## src/rtl/dmac_copy_engine.sv

```systemverilog
// Single-channel AXI3 copy engine: one read burst into a beat buffer, then one write burst out, per chunk.
// Optional response/rlast checking with an err output when DMAC_RESP_CHECK_EN is defined.
module dmac_copy_engine #(
    parameter int ADDR_WIDTH = 32,
    parameter int DATA_WIDTH = 32,
    parameter int ID_WIDTH   = 4,
    parameter int MAX_BURST  = 16,
    parameter int AXI_ID     = 0
) (
    input  logic                    clk,
    input  logic                    rst_n,
    input  logic                    start,
    input  logic [ADDR_WIDTH-1:0]   src_addr,
    input  logic [ADDR_WIDTH-1:0]   dst_addr,
    input  logic [15:0]             byte_len,
    output logic                    busy,
    output logic                    done,
`ifdef DMAC_RESP_CHECK_EN
    output logic                    err,
`endif
    output logic [ID_WIDTH-1:0]     arid,
    output logic [ADDR_WIDTH-1:0]   araddr,
    output logic [3:0]              arlen,
    output logic [2:0]              arsize,
    output logic [1:0]              arburst,
    output logic                    arvalid,
    input  logic                    arready,
    input  logic [ID_WIDTH-1:0]     rid,
    input  logic [DATA_WIDTH-1:0]   rdata,
    input  logic [1:0]              rresp,
    input  logic                    rlast,
    input  logic                    rvalid,
    output logic                    rready,
    output logic [ID_WIDTH-1:0]     awid,
    output logic [ADDR_WIDTH-1:0]   awaddr,
    output logic [3:0]              awlen,
    output logic [2:0]              awsize,
    output logic [1:0]              awburst,
    output logic                    awvalid,
    input  logic                    awready,
    output logic [ID_WIDTH-1:0]     wid,
    output logic [DATA_WIDTH-1:0]   wdata,
    output logic [DATA_WIDTH/8-1:0] wstrb,
    output logic                    wlast,
    output logic                    wvalid,
    input  logic                    wready,
    input  logic [ID_WIDTH-1:0]     bid,
    input  logic [1:0]              bresp,
    input  logic                    bvalid,
    output logic                    bready
);

    // state   | meaning
    // S_IDLE  | waiting for start
    // S_RREQ  | AR request for the current chunk
    // S_RDATA | collecting read beats into the buffer
    // S_WREQ  | AW request for the current chunk
    // S_WDATA | draining the buffer on W
    // S_BRESP | waiting for the write response, then next chunk or done

    localparam int BPB = DATA_WIDTH / 8;
    localparam int SZ  = $clog2(BPB);
    localparam int PW  = (MAX_BURST > 1) ? $clog2(MAX_BURST) : 1;
    localparam int BW  = $clog2(MAX_BURST + 1);

    typedef enum logic [2:0] {
        S_IDLE, S_RREQ, S_RDATA, S_WREQ, S_WDATA, S_BRESP
    } state_e;

    state_e                state_q, state_d;
    logic [ADDR_WIDTH-1:0] src_q, src_d, dst_q, dst_d;
    logic [15:0]           rem_q, rem_d;
    logic [PW-1:0]         wr_ptr_q, wr_ptr_d, rd_ptr_q, rd_ptr_d;
    logic                  done_q, done_d;
    logic [DATA_WIDTH-1:0] buf_q [MAX_BURST];
    logic                  buf_we;

    logic [15:0]           words;
    logic [BW-1:0]         beats, last_idx;
    logic [15:0]           chunk_len;
    logic                  last_rd_beat, last_wr_beat, fin_chunk;
    logic                  unused_sig;

    assign words        = rem_q >> SZ;
    assign beats        = (words > 16'(MAX_BURST)) ? BW'(MAX_BURST) : words[BW-1:0];
    assign last_idx     = beats - BW'(1);
    assign chunk_len    = 16'(beats) << SZ;
    assign last_rd_beat = (wr_ptr_q == last_idx[PW-1:0]);
    assign last_wr_beat = (rd_ptr_q == last_idx[PW-1:0]);

`ifdef DMAC_RESP_CHECK_EN
    logic err_q, err_d;
    assign err       = err_q;
    // An error stops the copy after the chunk in flight has completed its B handshake.
    assign fin_chunk = (rem_q == chunk_len) || err_q || (bresp != 2'b00);
`else
    assign fin_chunk = (rem_q == chunk_len);
`endif

    assign busy    = (state_q != S_IDLE);
    assign done    = done_q;
    assign arid    = ID_WIDTH'(AXI_ID);
    assign awid    = ID_WIDTH'(AXI_ID);
    assign wid     = ID_WIDTH'(AXI_ID);
    assign araddr  = src_q;
    assign awaddr  = dst_q;
    assign arlen   = 4'(last_idx);
    assign awlen   = 4'(last_idx);
    assign arsize  = 3'(SZ);
    assign awsize  = 3'(SZ);
    assign arburst = 2'b01;
    assign awburst = 2'b01;
    assign wstrb   = '1;
    assign arvalid = (state_q == S_RREQ);
    assign rready  = (state_q == S_RDATA);
    assign awvalid = (state_q == S_WREQ);
    assign wvalid  = (state_q == S_WDATA);
    assign wlast   = (state_q == S_WDATA) && last_wr_beat;
    assign bready  = (state_q == S_BRESP);
    assign wdata   = buf_q[rd_ptr_q];

    assign unused_sig = ^{rid, bid, rresp, bresp, last_idx};

    always_comb begin
        state_d  = state_q;
        src_d    = src_q;
        dst_d    = dst_q;
        rem_d    = rem_q;
        wr_ptr_d = wr_ptr_q;
        rd_ptr_d = rd_ptr_q;
        done_d   = 1'b0;
        buf_we   = 1'b0;
`ifdef DMAC_RESP_CHECK_EN
        err_d    = err_q;
`endif
        case (state_q)
            S_IDLE: begin
                if (start) begin
`ifdef DMAC_RESP_CHECK_EN
                    err_d = 1'b0;
`endif
                    if (byte_len == '0) begin
                        done_d = 1'b1;
                    end else begin
                        src_d   = src_addr;
                        dst_d   = dst_addr;
                        rem_d   = byte_len;
                        state_d = S_RREQ;
                    end
                end
            end
            S_RREQ: begin
                if (arready) begin
                    wr_ptr_d = '0;
                    state_d  = S_RDATA;
                end
            end
            S_RDATA: begin
                if (rvalid) begin
                    buf_we   = 1'b1;
                    wr_ptr_d = wr_ptr_q + PW'(1);
`ifdef DMAC_RESP_CHECK_EN
                    if ((rresp != 2'b00) || (rlast != last_rd_beat)) err_d = 1'b1;
`endif
                    if (rlast) state_d = S_WREQ;
                end
            end
            S_WREQ: begin
                if (awready) begin
                    rd_ptr_d = '0;
                    state_d  = S_WDATA;
                end
            end
            S_WDATA: begin
                if (wready) begin
                    rd_ptr_d = rd_ptr_q + PW'(1);
                    if (last_wr_beat) state_d = S_BRESP;
                end
            end
            S_BRESP: begin
                if (bvalid) begin
                    src_d = src_q + ADDR_WIDTH'(chunk_len);
                    dst_d = dst_q + ADDR_WIDTH'(chunk_len);
                    rem_d = rem_q - chunk_len;
`ifdef DMAC_RESP_CHECK_EN
                    if (bresp != 2'b00) err_d = 1'b1;
`endif
                    if (fin_chunk) begin
                        done_d  = 1'b1;
                        state_d = S_IDLE;
                    end else begin
                        state_d = S_RREQ;
                    end
                end
            end
            default: state_d = S_IDLE;
        endcase
    end

    always_ff @(posedge clk or negedge rst_n) begin
        if (!rst_n) begin
            state_q  <= S_IDLE;
            src_q    <= '0;
            dst_q    <= '0;
            rem_q    <= '0;
            wr_ptr_q <= '0;
            rd_ptr_q <= '0;
            done_q   <= 1'b0;
`ifdef DMAC_RESP_CHECK_EN
            err_q    <= 1'b0;
`endif
        end else begin
            state_q  <= state_d;
            src_q    <= src_d;
            dst_q    <= dst_d;
            rem_q    <= rem_d;
            wr_ptr_q <= wr_ptr_d;
            rd_ptr_q <= rd_ptr_d;
            done_q   <= done_d;
`ifdef DMAC_RESP_CHECK_EN
            err_q    <= err_d;
`endif
        end
    end

    // Beat buffer holds data only; it needs no reset.
    always_ff @(posedge clk) begin
        if (buf_we) buf_q[wr_ptr_q] <= rdata;
    end

endmodule

```

## config.mk

```make
export PLATFORM = sky130hd
export DESIGN_NAME = dmac_copy_engine
export DESIGN_NICKNAME = d
export VERILOG_FILES = /design/src/rtl/dmac_copy_engine.sv
export SDC_FILE = /design/constraint.sdc
export NUM_CORES = 1
export LEC_CHECK = 0
export CAP_MARGIN = 20
export CELL_PAD_IN_SITES_DETAIL_PLACEMENT = 1
export CELL_PAD_IN_SITES_GLOBAL_PLACEMENT = 1
export CORE_MARGIN = 3
export CORE_UTILIZATION = 45
export DETAILED_ROUTE_END_ITERATION = 8
export GPL_TIMING_DRIVEN = 1
export PLACE_DENSITY = 0.75
export SYNTH_ARGS = -nofsm -noshare
export SYNTH_HDL_FRONTEND = slang
export SYNTH_SLANG_ARGS = --single-unit
export TNS_END_PERCENT = 1
```

## constraint.sdc

```tcl
create_clock -name clk -period 4.7 [get_ports clk]
set_clock_uncertainty 0.05 [all_clocks]
set_input_delay 0.705 -clock clk [delete_from_list [all_inputs] [get_ports clk]]
set_output_delay 0.705 -clock clk [all_outputs]
set_load 0.1 [all_outputs]
```

== Word level (Yosys, flattened, before mapping) ==
Memory sizes are Yosys's and may differ from the RTL's.
Index checks and enable logic that the tools add are counted.

* $add $sub $neg: 6
* $mul: 0
* Divide/modulo/power cells: 0
* Magnitude comparators: 1
* Equal/unequal tests: 16
* Shift-type cells: 0
* Muxes and demuxes: 39
* Bitwise operators: 0
* Reductions and logical operators: 11

{| class="wikitable"
|+ Operators with widths
! cell !! number
|-
| $mux W32 || 6
|-
| $pmux W32 S2 || 2
|-
| $add A32 B7 Y32 || 2
|-
| $mux W16 || 3
|-
| $pmux W16 S2 || 1
|-
| $mux W3 || 9
|-
| $pmux W3 S6 || 1
|-
| $eq A16 B7 Y1 || 1
|-
| $logic_not A16 Y1 || 1
|-
| $mux W4 || 4
|-
| $pmux W4 S2 || 2
|-
| $sub A16 B7 Y16 || 1
|-
| $gt A14 B5 Y1 const B || 1
|-
| $ne A2 B2 Y1 const B || 5
|-
| $mux W1 || 9
|-
| $reduce_and A9 Y1 || 1
|-
| $add A4 B1 Y4 const B || 2
|-
| $ne A2 B1 Y1 const B || 4
|-
| $eq A3 B2 Y1 const B || 2
|-
| $eq A3 B3 Y1 const B || 2
|-
| $reduce_and A3 Y1 || 2
|-
| $reduce_bool A2 Y1 || 3
|-
| $mux W5 || 1
|-
| $eq A4 B4 Y1 || 1
|-
| 7 further kinds || 7
|}

* Flip-flop bits (word level): 92
* Bits in latches: 0
* RAM bits: 512
* Bits in read-only memories: 0
* Output and inout bits: 138
* Memories: 1

{| class="wikitable"
|+ Memories
! memory !! depth !! width !! rd ports !! clocked after Yosys merged registers in !! wr ports !! line !! text
|-
| buf_q || 16 || 32 || 1 || 0 || 1 || 75 || <nowiki>logic [DATA_WIDTH-1:0] buf_q [MAX_BURST];</nowiki>
|}

== Longest topological paths before layout ==
* Depth after elaboration: 7
* Depth in mapped cells: 13
* Depth with buffers taken out: 11

== Worst setup path after synthesis ==
No wires, ideal clock.

* Kind: register to register
* From: reg state_q[0]
* To: mem buf_q[3][0], enable pin
* Arrival: 3.954 ns
* Data required time: 4.189 ns
* Setup slack: 0.235 ns
* Cell stages (with the launch flop): 8
* Buffers on the path: 1
* Cell sequence: dfrtp_1 > nor2_1 > nand2_1 > inv_1 > and2_0 > clkbuf_1 > nand2_1 > nor3_1

* Longest elaborated chain between the ends: 4

{| class="wikitable"
|+ Ends and longest elaborated chain
! element !! line !! text
|-
| start: declaration || 70 || <nowiki>state_e state_q, state_d;</nowiki>
|-
| start signal: assignment || 213 || <nowiki>state_q <= state_d;</nowiki>
|-
| $eq A3 B2 Y1 || n/a ||
|-
| via rready || 33 || <nowiki>output logic rready,</nowiki>
|-
| $mux W1 || 136 || <nowiki>case (state_q)</nowiki>
|-
| $mux W1 || 228 || <nowiki>if (buf_we) buf_q[wr_ptr_q] <= rdata;</nowiki>
|-
| $mux W1 (implied by the code) || 228 ||
|-
| end: declaration || 75 ||
|}

The timed path passes the listed nets, and every way through them passes these cells.

== Worst setup path in the final report ==
* From: reg rem_q[10]
* To: out wlast

* Longest elaborated chain between the ends: 5

{| class="wikitable"
|+ Ends and longest elaborated chain
! element !! line !! text
|-
| start: declaration || 72 || <nowiki>logic [15:0] rem_q, rem_d;</nowiki>
|-
| start signal: assignment || 216 || <nowiki>rem_q <= rem_d;</nowiki>
|-
| $gt A14 B5 Y1 || 85 || <nowiki>assign beats = (words > 16'(MAX_BURST)) ? BW'(MAX_BURST) : words[BW-1:0];</nowiki>
|-
| $mux W5 || 85 ||
|-
| $sub A4 B1 Y4 || 86 || <nowiki>assign last_idx = beats - BW'(1);</nowiki>
|-
| $eq A4 B4 Y1 || 89 || <nowiki>assign last_wr_beat = (rd_ptr_q == last_idx[PW-1:0]);</nowiki>
|-
| $logic_and A1 B1 Y1 || 118 || <nowiki>assign wlast = (state_q == S_WDATA) && last_wr_beat;</nowiki>
|-
| end: declaration || 44 || <nowiki>output logic wlast,</nowiki>
|}

Every way passes these cells.

==> impl_metrics.json <==
{
  "outcome": "complete, no violations",
  "drtPass1Iterations": 5,
  "synth_ff_type": "edfxtp_1",
  "cp_cell_sequence": "or3_1, nor2_1, and3_1, inv_1, ha_1, xor2_1, xor2_1, and4_1, buf_4",
  "worst-setup-path-type": "flip-flop to primary output",
  "path_delay_family": "simple AND/OR/NAND/NOR gates",
  "via_count": 16520,
  "tritoncts": "built",
  "route.met2.wl_um": 38270,
  "crit_path_frequent_cell": "xor2_1",
  "drc": 0,
  "crit_fanout": 7,
  "crit_path_start": "rem_q[10]",
  "grt_pass1_wl_um": 111300,
  "grt_max_degree": 81,
  "synth.top_cell.area_share_pct": 59.30,
  "ioPinCount": 271,
  "synth.area.top_cells": "edfxtp_1 59%, dfrtp_1 8.9%, mux4_2 5.6%",
  "ys_async_sr_fraction_pct": 15.23,
  "critical_path.endpoint_type": "primary output",
  "p_switching_w": 0.009357,
  "clk_pin_slew_ns": 0.06,
  "finalPower_w": 0.02112,
  "drt_iter0_markers": 1217,
  "place_ws_ns": 0.7320,
  "p_int_w": 0.01176,
  "grtUsageTotal_pct": 24.29,
  "yosys-top-cells-count": "512 x edfxtp_1, 117 x nand2_1, 110 x o21ai_0",
  "nets": 2117,
  "n_fill_cell": 5391,
  "holdWs_ns": 0.1585,
  "yosys.cell_count.top_type": "edfxtp_1",
  "place_hpwl_um": 44060,
  "fp.dieH_um": 246.0,
  "area_growth_pct": 20.69,
  "sequentialPowerShare_pct": 32.9,
  "r2r-start": "rem_q[3]",
  "gp_congestion": 0.8383,
  "cts_max_level": 2,
  "rsz0062_at_grt": "false",
  "rows": 87,
  "slowest_delay_ns": 0.51,
  "ir_drop_mv": 0.6656,
  "die_area_mm2": 0.06054,
  "routedWlPerCell_um": 26.46,
  "grt_pass1_vias": 17420,
  "route.met3.wl_um": 3801,
  "yosys_warnings": 0,
  "synth_top_cell_by_area": "edfxtp_1",
  "grt_overflow": 0,
  "hp-class": "input pin to async pin",
  "crit_path_start_kind": "flip-flop",
  "finalHoldViolCount": 0,
  "syn_inst": 1739,
  "post_cts.repair.setup_buffers": 0,
  "io_buffer_count": 232,
  "fin_ws_ns": 0.3539,
  "ant_nets": 0,
  "antenna_found_initial": 6,
  "clock_sinks": 604,
  "required_ns": 3.94,
  "finalMaxSlewViolations": 0,
  "p_comb_share_pct": 44.4,
  "min_period_ns": 4.346,
  "viasPerCell": 5.953,
  "cts_hold_buf": 0,
  "ys_ff_latch": 604,
  "leakage_nw": 10.52,
  "setup_viol": 0,
  "slew_headroom_pct": 26.12,
  "path_buf_inv": 2,
  "tightest_slew_ns": 1.108,
  "seq_area_frac_synth_pct": 68.18,
  "cp_data_arrival_time_ns": 3.59,
  "core-area_mm2": 0.05671,
  "die_w_um": 246.0,
  "highest_layer": "met5",
  "root_buffer": "clkbuf_16",
  "clk_latency_ns": 0.63,
  "tns_ns": 0,
  "worst_path_max_delay_cell": "or3_1",
  "syn_area_mm2": 0.02593,
  "clockBufferDepth": 3,
  "wl_um": 73430,
  "cts_resized": 0,
  "fin_util_pct": 55.18,
  "drv_cap": 0,
  "cts_made_buffers": 61,
  "drive_above_1_share_pct": 14.89,
  "clkPwrFrac_pct": 22.7,
  "wl_met1_um": 29730,
  "initial_core_util_pct": 45.72,
  "switching_share_pct": 44.31,
  "syn_avg_cell_area_um2": 14.91,
  "p_per_area_mw_per_mm2": 674.8,
  "synth_cell_types": 77,
  "synth_edf_count": 512,
  "clock.fmax_mhz": 230.1,
  "finalCritPeriodShare_pct": 92.47
}
## placed cells by master (no fill, tap or decap), types with 9 or more instances in the layout
cell,instances
a22oi_1,39
nor2_1,74
clkbuf_16,62
inv_1,18
nand3_1,28
mux2_2,30
nand4_1,17
clkbuf_1,19
dfrtp_1,89
buf_4,52
nor3_1,19
and3_1,19
buf_12,29
mux4_2,64
o21ai_0,110
a211oi_1,11
nand2_1,116
a21oi_1,99
nor2_4,12
ha_1,17
conb_1,27
clkdlybuf4s50_1,193
a221oi_1,33
edfxtp_1,512
o22a_1,13
o22ai_1,15
mux2i_1,103
a31oi_1,11
and2_1,9
clkinv_2,12
## logic make-up (layout without fill, tap and decap cells)
group / count (synthesis) / in the layout / share of synthesized area, %
DFF: 604 / 604 / 68.18
AOI/OAI and AO/OA: 415 / 415 / 10.63
and+or+nand+nor: 336 / 336 / 6.090
muxes: 197 / 197 / 10.84
buffers and inverters: 155 / 406 / 2.891
adders and majority gates: 19 / 19 / 0.9748
xor gates and xnor gates: 11 / 11 / 0.3716
other: 2 / 31 / 0.02896
## metrics by stage
step                      instances  area, um^2
after global routing           2774       31290
final                          2775       31290
after floorplan                1764       26020
after detailed placement       2658       29340
after global placement         2658       29340
after CTS                      2771       31280
## path summary, 6_finish.rpt
| check | endpoint | slack (ns) | cells past startpoint |
|---|---|---|---|
| max in group asynchronous | araddr[14] | 3.47 | 2 |
| max | wlast | 0.35 | 9 |
| min in group clk | awaddr[1] | 0.44 | 2 |
| max reg2reg | awaddr[21] | 0.69 | 12 |
| min reg2reg | awaddr[1] | 0.44 | 2 |
| min | awaddr[0] | 0.16 | 1 |
## power by group through the flow
stage	clock, W	sequential (W)	combinational (W)
3_3_place_gp	0	0.00698	0.00924
4_1_cts	0.00486	0.00692	0.00943
5_1_grt	0.00509	0.00701	0.00981
3_5_place_dp	0	0.00703	0.00939
6_report	0.00479	0.00694	0.00939
2_1_floorplan	0	0.00870	0.00482
## flip-flops by register name (all words and copies together) (netlist names)
| register | count |
|---|---|
| araddr | 32 |
| awaddr | 32 |
| buf_q | 512 |
| done | 1 |
| rd_ptr_q | 4 |
| rem_q | 16 |
| state_q | 3 |
| wr_ptr_q | 4 |
## cell type report
cell class | instances | area, um^2 | area share [%]
Inverter | 19 | 72.57 | 0.2319
Sequential cell | 604 | 17690 | 56.52
Clock inverter | 32 | 324.1 | 1.036
Antenna cell | 4 | 10.01 | 0.03199
Tap cell | 756 | 945.9 | 3.023
Clock buffer | 81 | 1623 | 5.186
Timing Repair Buffer | 274 | 2903 | 9.276
Multi-Input combinational cell | 1005 | 7729 | 24.70
## per-layer routing
metal	global-route usage (%)	vias to the layer above
met5	0	-
li1	-	7272
met2	42.71	534
met4	6.582	4
met1	31.85	8614
met3	3.145	96
Power figures use the tool's default switching activity.
